===== src/rtl/fmul_iter.sv =====
// Iterative IEEE-754 single-precision multiplier: 24-cycle shift-add mantissa product, one normalise cycle.
// Optional round-to-nearest-even when FMUL_ITER_ROUND_EN is defined; truncation otherwise.
module fmul_iter (
    input  logic        clk,
    input  logic        rstn,
    input  logic [31:0] s,
    input  logic [31:0] t,
    input  logic        valid_in,
    output logic        ready,
    output logic [31:0] d,
    output logic        overflow,
    output logic        underflow,
    output logic        valid_out,
    input  logic        out_ready
);
    // state | meaning
    // IDLE  | waiting for operands, ready=1
    // MUL   | 24 shift-add steps, one multiplier bit per cycle, LSB first
    // NORM  | normalise, round, range-check; register result
    // DONE  | result held with valid_out=1 until out_ready
    typedef enum logic [1:0] {IDLE, MUL, NORM, DONE} state_t;

    state_t      state;
    logic [4:0]  cnt;
    logic [47:0] mcand;
    logic [23:0] mplier;
    logic [47:0] prod;
    logic        sign_r;
    logic [7:0]  es;
    logic [7:0]  et;

    logic              carry;
    logic [22:0]       mant_t;
    logic              round_up;
    logic [23:0]       mant_r;
    logic signed [9:0] e_n;
    logic [31:0]       d_n;
    logic              ovf_n;
    logic              unf_n;

`ifdef FMUL_ITER_ROUND_EN
    logic g_bit;
    logic r_bit;
    logic sticky;
`else
    logic unused_lo;
    assign unused_lo = ^prod[22:0];
`endif

    always_comb begin
        carry  = prod[47];
        mant_t = carry ? prod[46:24] : prod[45:23];
`ifdef FMUL_ITER_ROUND_EN
        if (carry) begin
            g_bit  = prod[23];
            r_bit  = prod[22];
            sticky = |prod[21:0];
        end else begin
            g_bit  = prod[22];
            r_bit  = prod[21];
            sticky = |prod[20:0];
        end
        round_up = g_bit & (r_bit | sticky | mant_t[0]);
`else
        round_up = 1'b0;
`endif
        // a carry out of the rounded mantissa leaves [22:0] at zero and bumps the exponent
        mant_r = {1'b0, mant_t} + {23'b0, round_up};
        e_n    = {2'b00, es} + {2'b00, et} - 10'd127 + {9'b0, carry} + {9'b0, mant_r[23]};

        d_n   = {sign_r, e_n[7:0], mant_r[22:0]};
        ovf_n = 1'b0;
        unf_n = 1'b0;
        if (es == 8'd0 || et == 8'd0) begin
            d_n = {sign_r, 31'b0};
        end else if (e_n >= 10'sd255) begin
            d_n   = {sign_r, 8'hFF, 23'b0};
            ovf_n = 1'b1;
        end else if (e_n <= 10'sd0) begin
            d_n   = {sign_r, 31'b0};
            unf_n = 1'b1;
        end
    end

    always_ff @(posedge clk or negedge rstn) begin
        if (!rstn) begin
            state     <= IDLE;
            ready     <= 1'b1;
            valid_out <= 1'b0;
            d         <= 32'b0;
            overflow  <= 1'b0;
            underflow <= 1'b0;
            cnt       <= 5'd0;
            prod      <= 48'b0;
            mcand     <= 48'b0;
            mplier    <= 24'b0;
            sign_r    <= 1'b0;
            es        <= 8'd0;
            et        <= 8'd0;
        end else begin
            case (state)
                IDLE: begin
                    if (valid_in) begin
                        sign_r <= s[31] ^ t[31];
                        es     <= s[30:23];
                        et     <= t[30:23];
                        mcand  <= {24'b0, 1'b1, s[22:0]};
                        mplier <= {1'b1, t[22:0]};
                        prod   <= 48'b0;
                        cnt    <= 5'd0;
                        ready  <= 1'b0;
                        state  <= MUL;
                    end
                end
                MUL: begin
                    if (mplier[0]) begin
                        prod <= prod + mcand;
                    end
                    mcand  <= mcand << 1;
                    mplier <= mplier >> 1;
                    cnt    <= cnt + 5'd1;
                    if (cnt == 5'd23) begin
                        state <= NORM;
                    end
                end
                NORM: begin
                    d         <= d_n;
                    overflow  <= ovf_n;
                    underflow <= unf_n;
                    valid_out <= 1'b1;
                    state     <= DONE;
                end
                DONE: begin
                    if (out_ready) begin
                        valid_out <= 1'b0;
                        ready     <= 1'b1;
                        state     <= IDLE;
                    end
                end
                default: begin
                    state <= IDLE;
                    ready <= 1'b1;
                end
            endcase
        end
    end

endmodule

===== config.mk =====
export PLATFORM = sky130hd
export DESIGN_NAME = fmul_iter
export DESIGN_NICKNAME = d
export VERILOG_FILES = /design/src/rtl/fmul_iter.sv
export SDC_FILE = /design/constraint.sdc
export NUM_CORES = 1
export LEC_CHECK = 0
export ABC_AREA = 1
export BUFFER_PORTS_ARGS = -buffer_cell sky130_fd_sc_hd__buf_2
export CORE_UTILIZATION = 40
export CTS_CLUSTER_DIAMETER = 40
export DETAILED_ROUTE_END_ITERATION = 6
export PLACE_DENSITY_LB_ADDON = 0.1
export REMOVE_ABC_BUFFERS = 1
export SLEW_MARGIN = 20
export SYNTH_ARGS = -nofsm -noshare
export SYNTH_HDL_FRONTEND = slang
export SYNTH_SLANG_ARGS = --single-unit

===== constraint.sdc =====
create_clock -name clk -period 3.3 [get_ports clk]
set_input_delay 0.495 -clock clk [delete_from_list [all_inputs] [get_ports clk]]
set_output_delay 0.495 -clock clk [all_outputs]
set_load 0.01 [all_outputs]

Word level (Yosys, flattened, before mapping)
Index checks and enable logic that the tools add are counted.
{ "word_totals": {"register_bits": 180, "in_bits": 68, "out_inout_bits": 36, "wordCells": 69} }
{ "op_classes": {"add_sub_neg": 5, "order_cmp": 2, "eq_ne": 8, "mux": 27, "bitwise": 1, "n_reduce_logical": 13} }
{ "ops": {"columns": ["cell", "n"], "rows": [
  ["$pmux 48 s2", 2],
  ["$mux 48", 3],
  ["$mux 31", 3],
  ["$add 48x48->48", 1],
  ["$pmux 24 s2", 1],
  ["$mux 24", 1],
  ["$mux 23", 1],
  ["$logic_not 8->1", 2],
  ["$add 10x1->10", 1],
  ["$ge 10x9->1 const B", 1],
  ["$le 10x1->1 const B", 1],
  ["$pmux 5 s2", 1],
  ["$sub 9x7->10 const B", 1],
  ["$add 8x8->9", 1],
  ["$reduce_and 3->1", 3],
  ["$mux 1", 8],
  ["$ne 2x2->1 const B", 4],
  ["$pmux 2 s4", 1],
  ["$mux 2", 3],
  ["$reduce_and 2->1", 3],
  ["$reduce_bool 2->1", 3],
  ["$add 5x1->5 const B", 1],
  ["$eq 5x5->1 const B", 1],
  ["$mux 5", 1],
  ["6 further kinds", 8]
]} }

Longest topological paths before layout
Gate-level depths: netlist of the first run.
{ "logic_depth": {"depth_word": 7, "depth_mapped": 19, "ltp_nobuf": 17} }

Least setup slack after synthesis of the first run
Ideal clock, no wire load.
{ "synth_path": {"path_kind": "flip-flop to flip-flop", "start": "register prod[47]", "end": "register d[23]", "setup_time_ps": 131, "arrival_time_ps": 2625, "setup_slack_ps": 545, "path_stages_with_launch": 19, "period_less_slack_ps": 2755, "path_cell_list": "dfrtp_1 clkinv_1 clkbuf_1 ha_1 inv_1 ha_1 inv_1 fa_1 inv_1 nand2_1 nand2_1 inv_1 nor3_1 nand3_1 nor2_2 nand3_2 buf_6 nand4_1 nand3_1"} }
{ "synth_via": {"elab_chain_cells": 5} }
{ "synth_rtl": {"columns": ["element", "line", "source"], "rows": [
  ["from (decl)", "27", "logic [47:0] prod;"],
  ["from (signal assigned)", "117", "prod <= prod + mcand;"],
  ["$add 10x1->10 (*)", "69", "e_n = {2'b00, es} + {2'b00, et} - 10'd127 + {9'b0, carry} + {9'b0, mant_r[23]};"],
  ["$le 10x1->1", "79", "end else if (e_n <= 10'sd0) begin"],
  ["$mux 31", "79", null],
  ["$mux 31 (*)", "76", "end else if (e_n >= 10'sd255) begin"],
  ["$mux 31 (*)", "74", "if (es == 8'd0 || et == 8'd0) begin"],
  ["to (signal assigned)", "127", "d <= d_n;"],
  ["to (decl)", "10", "output logic [31:0] d,"]
]} }
Mark *: on every way between the ends. The rest lies on a longest branch, timed or not.
A chain may end at the register's enable or synchronous reset.

Final worst setup path of the first run
{ "layout_path": {"start": "register prod[47]", "end": "register d[20]"} }
{ "layout_via": {"elab_chain_cells": 5} }
{ "layout_rtl": {"columns": ["element", "line"], "rows": [
  ["$add 10x1->10", "69"],
  ["$le 10x1->1", "79"],
  ["$mux 31", "79"],
  ["$mux 31 (*)", "76"],
  ["$mux 31 (*)", "74"]
]} }
Marks and branches as above.

==> flow_metrics.py, run 1 <==
metrics = {
    "timing": {
        "rsz0062_at_grt": "no",
        "slew_viol_final": 0,
        "whs_ns": 0.0679,
        "fmax_mhz": 363,
        "final-hold-violation-count": 0,
        "setup_viol": 0,
        "fin_crit_sh": 0.835,
        "fin_skew_ns": 0.0163,
        "slew_headroom": 0.509,
        "period_needed_ns": 2.75,
        "tightest_slew_ns": 0.737,
    },
    "critical_path": {
        "start_kind": "register",
        "crit_type": "reg2reg",
        "cpMaxStageDelayCell": "nor2_4",
        "arrival_ns": 3.14,
        "cp_top_family": "simple AND/OR/NAND/NOR gates",
        "required_ns": 3.69,
        "end_kind": "register",
        "crit_buf_inv": 4,
        "worstPathCellList": "clkinv_1, ha_1, inv_1, ha_1, inv_1, fa_1, inv_1, nand2_2, nand2_1, nand2_1, nand2_2, nor2_2, nand3_2, nor2_4, nor2_4, nand4_1, nand2_1",
        "slowest_delay_ns": 0.43,
        "crit_fanout": 23,
    },
    "layout": {
        "final_nets": 2002,
        "drive_gt1_frac": 0.0986,
        "nFillCells": 3165,
        "syn_to_final_growth_pct": 12.4,
    },
    "synth": {
        "ys_warn_count": 0,
        "syn_inst": 1783,
        "ys.flop_type": "dfrtp_1",
        "synth_top_area_frac": 0.369,
        "synth-seq-area-share": 0.372,
        "ys_types": 45,
        "syn-cell-area_um2": 12100,
        "yosys-top-cells-area": "dfrtp_1 37%, nand2_1 20%, inv_1 7.6%, ha_1 7.0%, nor2_1 4.6%",
        "async_flop_share": 1.00,
        "syn_area_per_cell_um2": 6.80,
        "synth-edff-count": 0,
        "synth_seq_cells": 180,
        "yosysTopAreaCell": "dfrtp_1",
    },
    "route": {
        "drc_errors": 0,
        "drtIter0Drc": 814,
        "post_drt_wl_per_cell_um": 14.9,
        "drt_first_pass_iters": 7,
        "vias_per_cell": 4.99,
        "num_vias": 11300,
        "antenna_left": 0,
        "wl_um": 33700,
    },
    "die": {
        "ios": 104,
        "core_um2": 29700,
        "die_area_um2": 31000,
        "rows": 63,
        "die_y_um": 176,
        "die_w_um": 176,
        "start_util": 0.408,
    },
    "clock_network": {
        "hold_buffers": 0,
        "cts_buffers": 17,
        "htree_levels": 4,
        "clk_pin_slew_ns": 0.08,
        "cts_resized": 0,
        "cts_sinks": 180,
        "clockBufferDepth": 2,
        "clk_latency_ns": 0.46,
        "post_cts.repair.setup_buffers": 0,
        "root_buffer": "clkbuf_16",
        "cts_tree": "yes",
    },
    "power": {
        "powerDensity_nw_per_um2": 980,
        "total_power_uw": 13400,
        "ir_worst_vdd_v": 0.000558,
        "p_leak_uw": 0.00738,
    },
    "place": {
        "dp_hpwl_um": 25400,
        "numPortBuffers": 103,
        "gp_congestion": 0.961,
    },
    "grt": {
        "antenna_found_initial": 0,
        "grt_max_degree": 119,
        "grt_overflow": 0,
        "grtUsageMet3": 0.0349,
        "grt_pass1_wl_um": 56400,
        "grt_usage": 0.230,
        "met1_usage": 0.326,
        "busiest_layer": "met2",
        "met2_usage": 0.361,
        "grt_pass1_vias": 10900,
    },
    "outcome": {
        "status": "completed",
    },
    "worst_hold_path": {
        "hp-class": "in2async",
    },
    "job": {
        "maxCapViolCount": 0,
    },
}
cells in the final DEF, fill, tap and decap left out, types with 3 or more instances in the layout:
cell,instances
inv_1,246
clkbuf_8,3
o21bai_1,6
buf_12,4
o22ai_1,25
ha_1,67
nand3_2,3
inv_2,11
nand3_1,80
o21a_1,3
clkinv_1,3
nand2_1,631
buf_2,102
o211ai_1,23
nor3_1,8
nor4_1,6
a21oi_1,75
nand3b_1,7
nor2_2,7
clkbuf_16,17
inv_6,4
and2_1,6
buf_4,8
nand2_2,6
nor2_1,148
o21ai_0,91
dfrtp_1,179
nand4_1,47
a31oi_1,24
nor3_2,4
power breakdown:
part / switching [uW] / total [uW] / internal, uW
clock network: 957 / 2130 / 1170
registers: 648 / 3830 / 3190
logic: 4950 / 7390 / 2440
synthesized netlist by cell type (all sizes together) (24+ instances only):
cell    instances
ha             68
a21oi          76
o22ai          25
inv           257
clkbuf         26
nand3          83
nor2          157
buf            27
o21ai          94
nand2         637
nand4          47
dfrtp         179
a31oi          24
cell families after synthesis:
family / count (synthesis) / synth area share
AOI/OAI and AO/OA: 260 / 0.123
xor gates and xnor gates: 3 / 0.00217
and+or+nand+nor: 957 / 0.328
DFF: 180 / 0.372
adders and majority gates: 70 / 0.0735
buffers and inverters: 313 / 0.102
through the flow:
step | TNS, ns | instance area, um^2 | instances | setup WS (ns) | utilization
after global routing | 0 | 13600 | 2267 | 0.183 | 0.459
final | 0 | 13600 | 2268 | 0.545 | 0.459
after CTS | 0 | 13600 | 2267 | 0.485 | 0.459
after global placement | 0 | 13000 | 2235 | 0.620 | 0.438
after detailed placement | 0 | 13000 | 2235 | 0.503 | 0.438
after floorplan | -449.48 | 11900 | 1730 | -4.17 | -
flip-flops by register name (all words and copies together) (netlist names):
| register | flops |
|---|---|
| d | 32 |
| cnt | 5 |
| prod | 48 |
| underflow | 1 |
| mplier | 24 |
| valid_out | 1 |
| ready | 1 |
| et | 8 |
| overflow | 1 |
| state | 2 |
| es | 8 |
| sign_r | 1 |
| mcand | 48 |
worst reg2reg max path, delay by kind of cell, from the launching register on:
family | cells | cell delay [ns]
AND/OR/NAND/NOR | 10 | 1.19
adder cells (fa/ha/maj) | 3 | 0.84
buffers and inverters | 4 | 0.31
flip-flops | 1 | 0.36
final timing paths:
check	from	to	slack (ns)	cells after the start
max reg2reg	prod[47]$_DFFE_PN0P_	d[20]$_DFFE_PN0P_	0.55	17
min in group clk	out_ready	valid_out$_DFFE_PN0P_	0.22	2
max	prod[47]$_DFFE_PN0P_	d[20]$_DFFE_PN0P_	0.55	17
min reg2reg	d[4]$_DFFE_PN0P_	d[4]$_DFFE_PN0P_	0.48	2
min	rstn	prod[9]$_DFFE_PN0P_	0.07	1
max in group asynchronous	rstn	es[7]$_DFFE_PN0P_	2.47	2
routing by layer:
metal | up-vias | share of wire
li1 | 5889 | -
met5 | - | 0
met2 | 186 | 0.44
met1 | 5207 | 0.50
met3 | 28 | 0.039
met4 | 0 | 0.015
final cells by class:
cell class                      instances  area [um^2]  share of cell area
Clock inverter                         11          136              0.0100
Inverter                              260          976              0.0716
Timing Repair Buffer                  115          664              0.0487
Sequential cell                       180         4510               0.331
Antenna cell                            1         2.50            0.000184
Clock buffer                           21          460              0.0338
Tap cell                              390          488              0.0358
Multi-Input combinational cell       1290         6400               0.469
Note: power is estimated with default switching activity, not from simulation.
==> inputs of run 2 (changes only) <==
ABC_AREA = 0   (was 1)
clock period = 2.6 ns   (was 3.3 ns; I/O delays follow)
==> run 2 against run 1 <==
Sequential cell count is the same; critical path type unchanged; total power rose by 30%; sequential share of layout area decreased by 1.1 points; synthesized cell count down 42%; first-iteration DRC count is 47% lower; core utilization is 10 points higher; highest routed layer unchanged; the flow now finishes with violations (negative setup slack); cell count shrank 26%; critical endpoint is now prod[44]$_DFFE_PN0P_; clock power grew 27%.
==> flow_metrics.py, run 2 <==
metrics = {
    "critical_path": {
        "crit_fanout": 2,
        "r2r_start": "prod[0]$_DFFE_PN0P_",
        "reg2reg_depth": 13,
        "ff2ff_setup_slack_ns": -0.55,
        "r2r-end": "prod[44]$_DFFE_PN0P_",
        "crit_type": "reg2reg",
        "required_ns": 2.90,
        "end_kind": "register",
        "start_kind": "register",
        "arrival_ns": 3.44,
    },
    "timing": {
        "setup_ws_ns": -0.547,
        "final-hold-violation-count": 0,
        "slew_viol_final": 0,
        "tightest_slew_ns": 0.768,
        "slew_headroom": 0.482,
        "fmax_mhz": 318,
        "fin_crit_sh": 1.21,
        "rsz0062_at_grt": "yes",
        "period_needed_ns": 3.15,
        "setup_viol": 54,
        "fin_skew_ns": 0.0166,
    },
    "route": {
        "num_vias": 8592,
        "drt_first_pass_iters": 5,
        "dr_wl_met2_um": 12700,
        "m1WireLength_um": 12400,
        "wl_met3_um": 801,
        "antenna_left": 0,
        "highest_layer": "met4",
        "drtIter0Drc": 429,
        "post_drt_wl_per_cell_um": 15.7,
        "wl_um": 26200,
        "drc_errors": 0,
        "vias_per_cell": 5.14,
    },
    "place": {
        "gp_congestion": 0.836,
        "preCtsSetupSlack_ns": -0.713,
        "numPortBuffers": 103,
        "dp_hpwl_um": 17200,
        "placed_cells": 1601,
    },
    "layout": {
        "antenna_cells": 0,
        "syn_to_final_growth_pct": 37.5,
        "top_regs": "mcand (48), prod (48), d (32)",
        "final_cell_count_no_fill": 1671,
        "drive_gt1_frac": 0.370,
        "final_core_utilization": 0.560,
        "final_nets": 1467,
        "layout_common_cells": "200 x buf_4, 179 x dfrtp_1, 114 x nand2_1",
        "final_common_cell": "buf_4",
    },
    "grt": {
        "grt_overflow": 0,
        "antenna_found_initial": 0,
        "grt_pass1_wl_um": 44000,
        "grt_usage": 0.210,
        "grt_pass1_vias": 8863,
        "grt_max_degree": 64,
    },
    "synth": {
        "synth-seq-area-share": 0.439,
        "yosysMostFrequentCell": "dfrtp_1",
        "yosys-top-cells-count": "179 x dfrtp_1, 116 x nand2_1, 97 x o21ai_0",
        "synth_seq_cells": 180,
        "ys_types": 64,
        "syn-cell-area_um2": 10300,
        "synth-edff-count": 0,
        "yosysTopAreaCell": "dfrtp_1",
        "syn_inst": 1039,
        "ys.flop_type": "dfrtp_1",
        "syn_area_per_cell_um2": 9.87,
        "ys_warn_count": 0,
        "yosys-top-cells-area": "dfrtp_1 44%, ha_1 8.3%, mux2i_1 6.8%, o21ai_0 4.7%, nand2_1 4.2%",
        "synth_top_area_frac": 0.437,
        "async_flop_share": 1.00,
    },
    "clock_network": {
        "clk_latency_ns": 0.43,
        "cts_tree": "yes",
        "htree_levels": 4,
        "cts_sinks": 180,
        "clockBufferDepth": 2,
        "root_buffer": "clkbuf_16",
        "clk_pin_slew_ns": 0.07,
        "cts_buffers": 17,
    },
    "die": {
        "start_util": 0.407,
        "core_um2": 25200,
        "ios": 104,
        "die_y_um": 162,
        "die_w_um": 162,
        "die_area_um2": 26300,
        "rows": 58,
    },
    "power": {
        "powerDensity_nw_per_um2": 1230,
        "p_leak_uw": 0.00686,
        "power_frac_comb": 0.596,
        "seqPwrFrac": 0.248,
        "p_sw_uw": 6850,
        "p_int_uw": 10500,
        "power_frac_clock": 0.156,
        "ir_worst_vdd_v": 0.000964,
        "p_sw_frac": 0.394,
    },
    "worst_hold_path": {
        "holdPathEnd": "mcand[0]$_DFFE_PN0P_",
        "min_from": "s[0]",
        "min_path_cells": 2,
        "hp-class": "in2reg",
    },
    "job": {
        "maxCapViolCount": 0,
    },
    "outcome": {
        "violations": "negative setup slack",
        "status": "finished with violations",
    },
}
run 2: kinds of logic (layout without fill, tap and decap cells):
kind of cell | Yosys count | in the layout | share of synthesized area
buf+inv | 115 | 417 | 0.0423
xor+xnor | 47 | 47 | 0.0402
flops | 180 | 180 | 0.439
simple gates | 218 | 218 | 0.0979
mux | 87 | 87 | 0.0870
fa+ha+maj | 70 | 70 | 0.0869
compound gates | 322 | 322 | 0.206
run 2: timing repair:
item	4_1_cts	5_1_grt
gates resized for setup	108	41
pin swaps	91	41
endpoints found under the hold margin	61	0
hold buffers	1	0
gates cloned	3	0
endpoints found under the setup margin	58	64
setup buffers	25	14
run 2: critical path: stages (launching register included):
cell and delay [ns]:
dfrtp_1 0.38, ha_2 0.20, fa_2 0.38, a211oi_4 0.25, o211ai_2 0.12, a32oi_2 0.21, a21oi_1 0.09, nand2b_4 0.15
a31o_4 0.22, a31o_4 0.23, a41o_1 0.21, a311o_1 0.29, xnor2_1 0.20, o21ai_1 0.09
run 2: power by group through the flow:
stage | registers [uW] | logic [uW] | clock network, uW
floorplan | 4310 | 4780 | 0
global placement | 4300 | 8370 | 0
detailed placement | 4320 | 8460 | 0
CTS | 4300 | 9820 | 2770
global route | 4430 | 11500 | 2860
finish | 4310 | 10400 | 2710
run 2: metrics by stage:
stage / area (um^2) / TNS [ns] / hold WS [ns] / power, uW
final: 14100 / -17.42 / 0.182 / 17400
after global routing: 14100 / -27.85 / 0.168 / 18800
after CTS: 13800 / -20.81 / 0.169 / 16900
after detailed placement: 12400 / -25.22 / 0.423 / 12800
after global placement: 12400 / -23.67 / 0.425 / 12700
after floorplan: 10100 / -241.99 / 0.0944 / 9080
run 2: how the worst max path moves through the flow:
stage	endpoint	depth (start not counted)	slack, ns	startpoint
floorplan	prod[0]$_DFFE_PN0P_	5	-1.89	state[1]$_DFFE_PN0P_
global placement	prod[44]$_DFFE_PN0P_	13	-0.71	mcand[0]$_DFFE_PN0P_
detailed placement	prod[40]$_DFFE_PN0P_	14	-0.71	mcand[0]$_DFFE_PN0P_
CTS	prod[44]$_DFFE_PN0P_	13	-0.62	prod[0]$_DFFE_PN0P_
global route	prod[44]$_DFFE_PN0P_	13	-0.69	prod[0]$_DFFE_PN0P_
finish	prod[44]$_DFFE_PN0P_	13	-0.55	prod[0]$_DFFE_PN0P_
run 2: final cells by class:
| class | instances | area [um^2] |
|---|---|---|
| clock buffers | 20 | 457 |
| multi-input cells | 744 | 6030 |
| fillers | 2261 | 11100 |
| clock inverters | 11 | 150 |
| inverters | 65 | 246 |
| well taps | 330 | 413 |
| flip-flops and latches | 180 | 4510 |
| repair buffers | 321 | 2300 |
run 2: per-layer routing:
layer  track usage  up-vias
met5             0        -
met1         0.276     4133
li1              -     4316
met4        0.0660        0
met3        0.0291       23
met2         0.355      120
